`src/rtl/common_pkg.sv`:
```
// common: shared multiply/divide op, state and iteration definitions (muldiv_unit divide support via MULDIV_DIV_EN)
package common;
    typedef enum logic [2:0] {
        MUL    = 3'd0,
        MULH   = 3'd1,
        MULHSU = 3'd2,
        MULHU  = 3'd3,
        DIV    = 3'd4,
        DIVU   = 3'd5,
        REM    = 3'd6,
        REMU   = 3'd7
    } muldiv_op_t;
    typedef enum logic [1:0] {
        IDLE  = 2'd0,
        CALC  = 2'd1,
        FIXUP = 2'd2,
        DONE  = 2'd3
    } muldiv_state_t;
    localparam int MULDIV_ITER = 32;
endpackage

```
`src/rtl/muldiv_negate.sv`:
```
// muldiv_negate: conditional two's-complement, used for operand magnitudes and result sign fixup
module muldiv_negate #(
    parameter int W = 32
) (
    input  logic [W-1:0] x,
    input  logic         neg,
    output logic [W-1:0] y
);
    assign y = neg ? -x : x;
endmodule

```
`src/rtl/muldiv_unit.sv`:
```
// muldiv_unit: iterative 32-cycle shift-add multiplier / restoring divider; define MULDIV_DIV_EN for divide support
module muldiv_unit
    import common::*;
(
    input  logic        clk,
    input  logic        rst,
    input  logic        start,
    input  logic        flush,
    input  muldiv_op_t  op,
    input  logic [31:0] src0,
    input  logic [31:0] src1,
    output logic [31:0] result,
    output logic        done,
    output logic        busy,
    output logic        stall
);
    muldiv_state_t state;
    muldiv_op_t    op_q;
    logic [31:0]   a_q, b_q, abs0, abs1, special_res, fix_res;
    logic [63:0]   acc, acc_next, fix_in, fix_out;
    logic [32:0]   mul_sum;
    logic [4:0]    cnt;
    logic          neg_q, sa, sb, special;
`ifdef MULDIV_DIV_EN
    logic [32:0]   div_sh;
    logic [31:0]   div_dif;
    logic          div_restore;
`endif
    muldiv_negate #(.W(32)) u_abs0 (.x(src0), .neg(sa), .y(abs0));
    muldiv_negate #(.W(32)) u_abs1 (.x(src1), .neg(sb), .y(abs1));
    muldiv_negate #(.W(64)) u_fix (.x(fix_in), .neg(neg_q), .y(fix_out));
`ifdef MULDIV_DIV_EN
    assign fix_res = (op_q[2] || op_q == MUL) ? fix_out[31:0] : fix_out[63:32];
`else
    assign fix_res = (op_q == MUL) ? fix_out[31:0] : fix_out[63:32];
`endif
    assign busy  = state != IDLE;
    assign done  = state == DONE && !flush;
    assign stall = (start && state == IDLE && !flush) || (busy && !done);
    // operand signs, one iteration of the datapath, special-case detection and fixup input
    always_comb begin
        sa = (op == MULH || op == MULHSU || op == DIV || op == REM) && src0[31];
        sb = (op == MULH || op == DIV || op == REM) && src1[31];
        mul_sum = {1'b0, acc[63:32]} + (b_q[0] ? {1'b0, a_q} : 33'd0);
`ifdef MULDIV_DIV_EN
        div_sh = {acc[63:32], a_q[31]};
        div_dif = div_sh[31:0] - b_q;
        div_restore = div_sh < {1'b0, b_q};
        acc_next = op_q[2] ? {div_restore ? div_sh[31:0] : div_dif, acc[30:0], ~div_restore}
                           : {mul_sum, acc[31:1]};
        special = op[2] && (src1 == '0 || ((op == DIV || op == REM) && src0 == 32'h8000_0000 && src1 == '1));
        special_res = (src1 == '0) ? (op[1] ? src0 : 32'hFFFF_FFFF) : (op[1] ? 32'd0 : 32'h8000_0000);
        fix_in = op_q[2] ? {32'd0, op_q[1] ? acc[63:32] : acc[31:0]} : acc;
`else
        acc_next = {mul_sum, acc[31:1]};
        special = op[2];
        special_res = 32'd0;
        fix_in = acc;
`endif
    end
    // FSM, iteration counter and operand/accumulator registers
    always_ff @(posedge clk) begin
        if (rst) begin
            state  <= IDLE;
            op_q   <= MUL;
            a_q    <= '0;
            b_q    <= '0;
            neg_q  <= 1'b0;
            acc    <= '0;
            cnt    <= '0;
            result <= '0;
        end else if (flush) begin
            state <= IDLE;
        end else begin
            unique case (state)
                IDLE: if (start) begin
                    op_q  <= op;
                    a_q   <= abs0;
                    b_q   <= abs1;
                    neg_q <= (op == REM) ? sa : sa ^ sb;
                    acc   <= '0;
                    cnt   <= '0;
                    if (special) result <= special_res;
                    state <= special ? DONE : CALC;
                end
                CALC: begin
                    acc   <= acc_next;
                    a_q   <= op_q[2] ? a_q << 1 : a_q;
                    b_q   <= op_q[2] ? b_q : b_q >> 1;
                    cnt   <= cnt + 5'd1;
                    state <= (cnt == 5'(MULDIV_ITER - 1)) ? FIXUP : CALC;
                end
                FIXUP: begin
                    result <= fix_res;
                    state  <= DONE;
                end
                DONE: state <= IDLE;
            endcase
        end
    end
endmodule

```
`config.mk`:
```
export PLATFORM = sky130hd
export DESIGN_NAME = muldiv_unit
export DESIGN_NICKNAME = d
export VERILOG_FILES = /design/src/rtl/common_pkg.sv /design/src/rtl/muldiv_negate.sv /design/src/rtl/muldiv_unit.sv
export SDC_FILE = /design/constraint.sdc
export NUM_CORES = 1
export LEC_CHECK = 0
export ABC_AREA = 0
export CAP_MARGIN = 40
export CORE_MARGIN = 5
export CORE_UTILIZATION = 63
export DETAILED_ROUTE_END_ITERATION = 16
export PLACE_DENSITY = 0.86
export SYNTH_ARGS = -nofsm -noshare
export SYNTH_HDL_FRONTEND = slang
export SYNTH_SLANG_ARGS = --single-unit
```
`constraint.sdc`:
```
create_clock -name clk -period 4.39 [get_ports clk]
set_input_delay 0.439 -clock clk [delete_from_list [all_inputs] [get_ports clk]]
set_output_delay 0.439 -clock clk [all_outputs]
set_load 0.01 [all_outputs]
```
### After elaboration in Yosys (flattened, before gate mapping)

Index checks and enable logic that the tools add are counted.

| cells by class | value |
|---|---|
| reductions and logical operators | 25 |
| muxes and demuxes | 23 |
| equality and inequality tests | 12 |
| add/sub/neg operators | 5 |
| bitwise logic cells | 2 |

Operators with widths:

| kind | number |
|---|---|
| 2-to-1 mux 32 bit | 10 |
| one-hot mux 32 bit (2 select lines) | 3 |
| 2-to-1 mux 64 bit | 2 |
| one-hot mux 64 bit (2 select lines) | 1 |
| negator 32 bit | 2 |
| negator 64 bit | 1 |
| adder 32 x 32 -> 33 bit | 1 |
| AND reduction 4 bit | 3 |
| one-hot mux 5 bit (2 select lines) | 1 |
| != test 2 bit, second input constant | 4 |
| one-hot mux 2 bit (4 select lines) | 1 |
| == test 3 bit, second input constant | 2 |
| logical AND 1 bit | 6 |
| logical OR 1 bit | 6 |
| 2-to-1 mux 2 bit | 3 |
| AND reduction 3 bit | 2 |
| nonzero test 2 bit | 3 |
| adder 5 x 1 -> 5 bit, second input constant | 1 |
| == test 5 bit, second input constant | 1 |
| 2-to-1 mux 5 bit | 1 |
| == test 2 bit, second input constant | 2 |
| == test 3 x 1 -> 1 bit, second input constant | 1 |
| == test 3 x 2 -> 1 bit, second input constant | 1 |
| zero test 3 bit | 1 |
| other kinds (7) | 8 |

| storage, ports and cells | value |
|---|---|
| output and inout port bits | 35 |
| input bits | 71 |
| bits in registers | 171 |
| word-level logic and storage cells | 75 |

### Depth between registers and ports, before layout

Gate-level depths: netlist of the first run.

| logic depth | value |
|---|---|
| depth after elaboration | 8 |
| depth in mapped cells | 12 |
| mapped depth without buffers | 12 |

### By module

From an unflattened synthesis of the first run, not the netlist that was laid out.

| second synthesis, totals | value |
|---|---|
| cell total of the unflattened synthesis | 1437 |
| area, all modules | 11876.4 um2 |

Modules (own cells, without submodules):

| module | cells each | sequential area each (um2) | times used | area an instance (um2) |
|---|---|---|---|---|
| muldiv_unit | 1023 | 3423.3 | 1 | 8888.5 |
| muldiv_negate (u_abs0 ...) | 108 | 0.0 | 2 | 767.0 |
| muldiv_negate (u_fix) | 198 | 0.0 | 1 | 1453.9 |

### Worst setup path before layout of the first run

Ideal clock, no wire load.

| timing | value |
|---|---|
| kind | register -> register |
| start point | reg acc[9] |
| end point | reg result[5] |
| setup slack | 1.520 ns |
| arrival | 2.813 ns |
| cell stages (with the launch flop) | 10 |
| buffers on the path | 1 |
| cells stage by stage | dfxtp_1 > buf_6 > or4_4 > or4_4 > or3_4 > or3_4 > nor2_4 > o22ai_1 > a221oi_2 > a21o_1 |

| between the ends | value |
|---|---|
| cells in the longest elaborated chain, start to end | 4 |

RTL lines:

| what | line | source |
|---|---|---|
| from (decl) | muldiv_unit.sv:20 | `logic [63:0] acc, acc_next, fix_in, fix_out;` |
| from (signal assigned) | muldiv_unit.sv:87 | `acc <= acc_next;` |
| negator 64 bit | muldiv_negate.sv:9 | `assign y = neg ? -x : x;` |
| 2-to-1 mux 64 bit | muldiv_negate.sv:9 |  |
| 2-to-1 mux 32 bit | muldiv_unit.sv:35 | `assign fix_res = (op_q == MUL) ? fix_out[31:0] : fix_out[63:32];` |
| one-hot mux 32 bit (2 select lines) | muldiv_unit.sv:75 | `unique case (state)` |
| to (signal assigned) | muldiv_unit.sv:83 | `if (special) result <= special_res;` |
| to (signal assigned) | muldiv_unit.sv:94 | `result <= fix_res;` |
| to (decl) | muldiv_unit.sv:12 | `output logic [31:0] result,` |

Every way passes these cells.
A chain may end at the register's enable or synchronous reset.

### Worst setup path in the final report of the first run

| timing | value |
|---|---|
| start point | reg b_q[0] |
| end point | reg acc[63] |

| between the ends | value |
|---|---|
| cells in the longest elaborated chain, start to end | 3 |

RTL lines:

| what | line | source |
|---|---|---|
| from (decl) | muldiv_unit.sv:19 | `logic [31:0] a_q, b_q, abs0, abs1, special_res, fix_res;` |
| from (signal assigned) | muldiv_unit.sv:79 | `b_q <= abs1;` |
| from (signal assigned) | muldiv_unit.sv:89 | `b_q <= op_q[2] ? b_q : b_q >> 1;` |
| 2-to-1 mux 32 bit | muldiv_unit.sv:44 | `mul_sum = {1'b0, acc[63:32]} + (b_q[0] ? {1'b0, a_q} : 33'd0);` |
| adder 32 x 32 -> 33 bit | muldiv_unit.sv:44 |  |
| one-hot mux 64 bit (2 select lines) | muldiv_unit.sv:75 |  |

Every way passes these cells.

==> results of run 1 <==
-- layer usage --
metal,track usage [%],vias up,part of all wire (%)
met5,0,-,0
met4,13.5,0,3.9
met3,4.66,92,8.6
met2,47.5,604,45
met1,41.0,5218,42
li1,-,5552,-
-- logic make-up after synthesis --
| group | share of synthesized area (%) |
|---|---|
| AND/OR/NAND/NOR | 24.2 |
| AO/OA/AOI/OAI | 26.6 |
| flip-flops | 30.3 |
| XOR/XNOR | 9.68 |
| buffers and inverters | 4.29 |
| adder cells (fa/ha/maj) | 4.27 |
| multiplexers | 0.730 |
-- synthesized netlist by cell type (all sizes together) (4+ instances only) --
| master | count | area [sq um] |
|---|---|---|
| a31oi | 34 | 213 |
| o22ai | 4 | 25.0 |
| mux2i | 6 | 60.1 |
| a21oi | 127 | 636 |
| buf | 14 | 83.8 |
| a22oi | 45 | 338 |
| nand2 | 145 | 544 |
| nor4 | 23 | 171 |
| clkbuf | 86 | 327 |
| nand2b | 9 | 56.3 |
| nor3 | 36 | 180 |
| o41ai | 14 | 130 |
| dfxtp | 171 | 3420 |
| or3 | 14 | 100 |
| inv | 20 | 75.1 |
| xnor2 | 46 | 403 |
| nand4 | 17 | 106 |
| and2 | 38 | 238 |
| or4 | 17 | 139 |
| nor2 | 210 | 796 |
| xor2 | 79 | 692 |
| nand3b | 5 | 37.5 |
| a311oi | 4 | 35.0 |
| o211ai | 7 | 52.6 |
| o31ai | 25 | 188 |
| o221ai | 17 | 149 |
| o21ai | 75 | 375 |
| a22o | 4 | 35.0 |
| ha | 37 | 463 |
| nand3 | 33 | 165 |
| and3 | 7 | 43.8 |
| o21bai | 4 | 30.0 |
| or2 | 5 | 31.3 |
| a21o | 27 | 203 |
| nor2b | 11 | 68.8 |
| a211oi | 49 | 368 |
| a211o | 5 | 43.8 |
| o21a | 8 | 60.1 |
-- flip-flops by register name (all words and copies together) (netlist names) --
| name | cells |
|---|---|
| a_q | 32 |
| state | 2 |
| b_q | 32 |
| result | 32 |
| neg_q | 1 |
| acc | 64 |
| op_q | 3 |
| cnt | 5 |
-- report_power, final --
group / internal (mW) / switching (mW) / total, mW
Clock: 1.08 / 0.640 / 1.72
Sequential: 1.60 / 0.0331 / 1.63
Combinational: 0.212 / 0.320 / 0.532
-- area by class of cell --
type,count,area [sq um],area share (%)
inverter,20,75.1,0.572
sequential,171,3420,26.1
multi-input combinational,1210,7450,56.7
timing repair buffer,125,1230,9.38
clock inverter,11,215,1.64
tap,229,287,2.18
clock buffer,21,450,3.43
-- worst min-delay path by stage --
stage,from,endpoint,cells past startpoint
detailed placement,result[23],result[23],2
global placement,result[23],result[23],2
global route,result[23],result[23],2
finish,result[23],result[23],2
CTS,result[23],result[23],2
floorplan,b_q[25],b_q[25],2
-- critical path, cell delays in order (launching register included) --
cell      delay, ns
dfxtp_1        0.37
and2_1         0.15
ha_1           0.21
inv_1          0.07
fa_1           0.38
nor2b_1        0.21
o211ai_1       0.19
a211oi_1       0.52
o211ai_1       0.17
a21oi_1        0.19
o21ai_0        0.27
or3_1          0.46
a31oi_1        0.18
==> impl_metrics.py, run 1 <==
metrics = {
    "setup_path": {
        "endpoint": "acc[63]",
        "cp.arrival_ns": 3.80,
        "reg2reg_to": "acc[63]",
        "cp-start-kind": "flip-flop",
        "startpoint": "b_q[0]",
        "required_ns": 4.74,
        "regToRegSetupSlack_ns": 0.94,
        "rr_startpoint": "b_q[0]",
        "reg2reg_depth": 12,
        "crit_fanout": 4,
        "end_kind": "flip-flop",
        "crit_type": "reg2reg",
    },
    "clocking": {
        "cts_max_path_buffers": 2,
        "cts_hold_buf": 0,
        "numCtsBuffers": 17,
        "cts_tree": "yes",
        "h-tree-depth": 4,
        "cts_root_buffer": "clkbuf_16",
        "cts_setup_buffers": 0,
        "insertion_delay_ns": 0.44,
        "clk_pin_slew_ns": 0.07,
        "clock-sinks": 171,
        "cts_resized": 0,
    },
    "grt": {
        "grt_usage_pct": 30.2,
        "antenna_found_initial": 0,
        "grt_max_degree": 75,
        "grt_pass1_vias": 10302,
        "grt_pass1_wl_um": 51100,
        "grt.overflow.total": 0,
    },
    "pwr": {
        "p_leak_nw": 5.24,
        "power-per-cell-area_mw_per_mm2": 296,
        "finalPower_mw": 3.88,
        "peakVddDrop_v": 0.000301,
    },
    "yosys": {
        "syn_area_per_cell_sq_um": 7.54,
        "yosysSeqAreaShare_pct": 30.3,
        "yosysWarnings": 0,
        "async_reset_ff_share_pct": 0,
        "synth_ff_type": "dfxtp_1",
        "synth_cells": 1501,
        "synthDistinctLibCells": 70,
        "synth_edf_count": 0,
        "synth-seq-cells": 171,
        "syn-num-nets": 1610,
        "syn_area_sq_mm": 0.0113,
    },
    "placement": {
        "port_buffers": 105,
        "post_dp_cell_area_sq_mm": 0.0125,
        "dp.cells": 1755,
        "place_congestion": 0.933,
        "dp_hpwl_um": 22600,
        "pre_cts_ws_ns": 1.01,
    },
    "floorplanning": {
        "start_util_pct": 63.4,
        "chipHeight_um": 144,
        "die_w_um": 144,
        "die_area_sq_mm": 0.0207,
        "num_io_pins": 106,
        "num_rows": 49,
        "fp.coreArea_sq_mm": 0.0178,
    },
    "route": {
        "routedWlPerCell_um": 17.7,
        "routed_via_density": 6.42,
        "drtIter0Drc": 1223,
        "antenna_left": 0,
        "vias": 11466,
        "drc_errors": 0,
        "wl_um": 31600,
        "dr.pass1.iters": 10,
    },
    "cells_and_area": {
        "synthToLayoutAreaGrowth_pct": 16.0,
        "fin_nets": 1654,
        "final_cell_area_sq_mm": 0.0131,
        "layout_common_cells": "nor2_1 (208), dfxtp_1 (171), nand2_1 (145), a21oi_1 (127), clkdlybuf4s50_1 (104)",
        "fillers": 1370,
        "stdcell_count": 1787,
        "antenna_cells": 0,
        "post-route-util_pct": 73.6,
        "mostFrequentLayoutCell": "nor2_1",
        "drive_above_1_share_pct": 5.01,
    },
    "sta": {
        "drv_slew": 0,
        "timing_hold_violations_final": 0,
        "worst_slack_ns": 0.936,
        "hold_slack_ns": 0.439,
        "worst_pin_slew_ns": 0.830,
        "maxSlewHeadroom_pct": 44.4,
        "fin_skew_ns": 0.00903,
        "setup_viol": 0,
        "post-route-period-util_pct": 78.7,
        "rsz0062_at_grt": "false",
        "fmax_mhz": 290,
        "period_needed_ns": 3.45,
        "tns_ns": 0,
    },
    "flow_run": {
        "max_cap_viol_count": 0,
    },
    "outcome": {
        "outcome": "completed",
    },
    "min_path": {
        "hp-class": "reg2reg",
    },
}
No activity file was read; power rests on OpenSTA's default activity.
==> inputs of run 2 (changes only) <==
- CORE_UTILIZATION: 63 -> 53
- PLACE_DENSITY: 0.86 -> 0.78
- clock period: 4.39 -> 2.9 ns (I/O delays scaled with it)
==> run 2 against run 1 <==
Non-clock buffer count is 92 higher. First-iteration DRC count down 33%. Global-route usage is 4.0 points lower. Final cell count rose by 7.7%. Clock-buffer cell count down 3. Design area is 6.2% higher. Clock power is 35% higher. Total power increased by 45%. Routed wire length up 3.0%. Flip-flop and latch count did not move. Sequential power is 51% higher.
==> impl_metrics.py, run 2 (synthesis gave the netlist of run 1 again) <==
metrics = {
    "outcome": {
        "outcome": "completed",
    },
    "clocking": {
        "numCtsBuffers": 17,
        "insertion_delay_ns": 0.43,
        "cts_max_path_buffers": 2,
        "clk_pin_slew_ns": 0.07,
        "h-tree-depth": 4,
        "cts_tree": "yes",
        "cts_root_buffer": "clkbuf_16",
        "clock-sinks": 171,
    },
    "cells_and_area": {
        "synthToLayoutAreaGrowth_pct": 23.2,
        "layout_common_cells": "nor2_1 (208), dfxtp_1 (170), nand2_1 (144), a21oi_1 (121), buf_4 (109)",
        "drive_above_1_share_pct": 12.1,
        "fin_nets": 1746,
        "mostFrequentLayoutCell": "nor2_1",
        "largest_reg_flops": 64,
        "top_register": "acc",
        "antenna_cells": 0,
        "fillers": 1833,
        "post-route-util_pct": 66.3,
        "stdcell_count": 1925,
    },
    "route": {
        "antenna_left": 0,
        "vias": 11580,
        "routedWlPerCell_um": 16.9,
        "routed_via_density": 6.02,
        "drc_errors": 0,
        "drtIter0Drc": 820,
        "wl_um": 32600,
        "dr.pass1.iters": 5,
    },
    "pwr": {
        "peakVddDrop_v": 0.000325,
        "p_leak_nw": 5.70,
        "power-per-cell-area_mw_per_mm2": 404,
        "finalPower_mw": 5.63,
    },
    "placement": {
        "place_congestion": 0.932,
        "dp.cells": 1888,
        "dp_hpwl_um": 24300,
        "port_buffers": 105,
    },
    "flow_run": {
        "max_cap_viol_count": 0,
    },
    "sta": {
        "setup_viol": 0,
        "period_needed_ns": 2.88,
        "worst_pin_slew_ns": 0.837,
        "fmax_mhz": 347,
        "fin_skew_ns": 0.00984,
        "drv_slew": 0,
        "maxSlewHeadroom_pct": 43.9,
        "timing_hold_violations_final": 0,
        "post-route-period-util_pct": 99.3,
        "rsz0062_at_grt": "true",
    },
    "floorplanning": {
        "die_w_um": 156,
        "chipHeight_um": 156,
        "start_util_pct": 53.8,
        "num_io_pins": 106,
        "fp.coreArea_sq_mm": 0.0210,
        "die_area_sq_mm": 0.0244,
        "num_rows": 53,
    },
    "setup_path": {
        "end_kind": "flip-flop",
        "required_ns": 3.27,
        "startpoint": "acc[9]",
        "endpoint": "result[5]",
        "crit_fanout": 5,
        "cp-start-kind": "flip-flop",
        "crit_type": "reg2reg",
        "reg2reg_depth": 8,
        "reg2reg_to": "result[5]",
        "rr_startpoint": "acc[9]",
        "cp.arrival_ns": 3.25,
        "regToRegSetupSlack_ns": 0.02,
    },
    "grt": {
        "grt_pass1_wl_um": 53300,
        "top_usage_layer": "met2",
        "grt.overflow.total": 0,
        "met3_usage_pct": 4.24,
        "grt_usage_pct": 26.1,
        "grt_max_degree": 103,
        "grt_pass1_vias": 10729,
        "antenna_found_initial": 0,
        "grtUsageMet1_pct": 35.9,
        "grtUsageMet2_pct": 41.8,
    },
    "min_path": {
        "hp-class": "in2reg",
    },
}
==> run 2: stage by stage <==
step	setup WS (ns)	setup TNS [ns]	cell area, sq um	hold WS [ns]
finish	0.0212	0	13900	0.309
detailed placement	-0.0363	-0.0428	13200	0.438
floorplan	0.0300	0	11300	0.432
global route	-0.0409	-0.167	13900	0.320
global placement	0.00503	0	13200	0.429
CTS	-0.0109	-0.0200	13800	0.297
==> run 2: area by class of cell <==
class	instances	area [sq um]	share of cell area, %
multi-input cells	1210	7570	54.3
clock buffers	18	429	3.08
clock inverters	14	159	1.14
flip-flops and latches	171	3420	24.6
repair buffers	217	1930	13.9
well taps	275	344	2.47
inverters	20	75.1	0.539
==> run 2: layer usage <==
metal / part of all wire, % / up-vias / wire length, um
met2: 46 / 418 / 14900
met1: 45 / 5363 / 14600
li1: - / 5742 / -
met5: 0 / - / 0
met4: 2.5 / 0 / 811
met3: 6.9 / 57 / 2240
==> run 2: timing repair <==
item,in CTS,in global routing
setup buffers,0,5
pin swaps,2,12
gates resized for setup,4,27
hold buffers,0,0
endpoints found under the setup margin,3,26
==> run 2: how the worst min path moves through the flow <==
stage	cells past startpoint	end	slack, ns	start
final	2	op_q[0]	0.31	rst
after global routing	2	acc[0]	0.32	rst
after CTS	2	acc[8]	0.30	rst
after detailed placement	2	result[23]	0.44	result[23]
after global placement	2	result[2]	0.43	result[2]
after floorplan	2	b_q[25]	0.43	b_q[25]
==> run 2: power by group <==
part	leakage [nW]	total, mW	switching, mW	internal, mW
logic	4.02	0.847	0.496	0.351
clock network	0.288	2.32	1.03	1.29
registers	1.39	2.46	0.0479	2.41
total	5.70	5.63	1.57	4.06
==> run 2: critical path, cell delays in order, from the launching register on <==
cell,delay (ns)
dfxtp_1,0.32
or4_4,0.53
or4_4,0.56
or3_4,0.39
or3_4,0.43
nor2_4,0.11
o22ai_1,0.09
a221oi_2,0.27
a21o_1,0.12
==> inputs of run 3 (changes only) <==
- SLEW_MARGIN: default -> 5
==> results of run 3 <==
No change in the layout: final DEF, timing and power equal those of run 2.
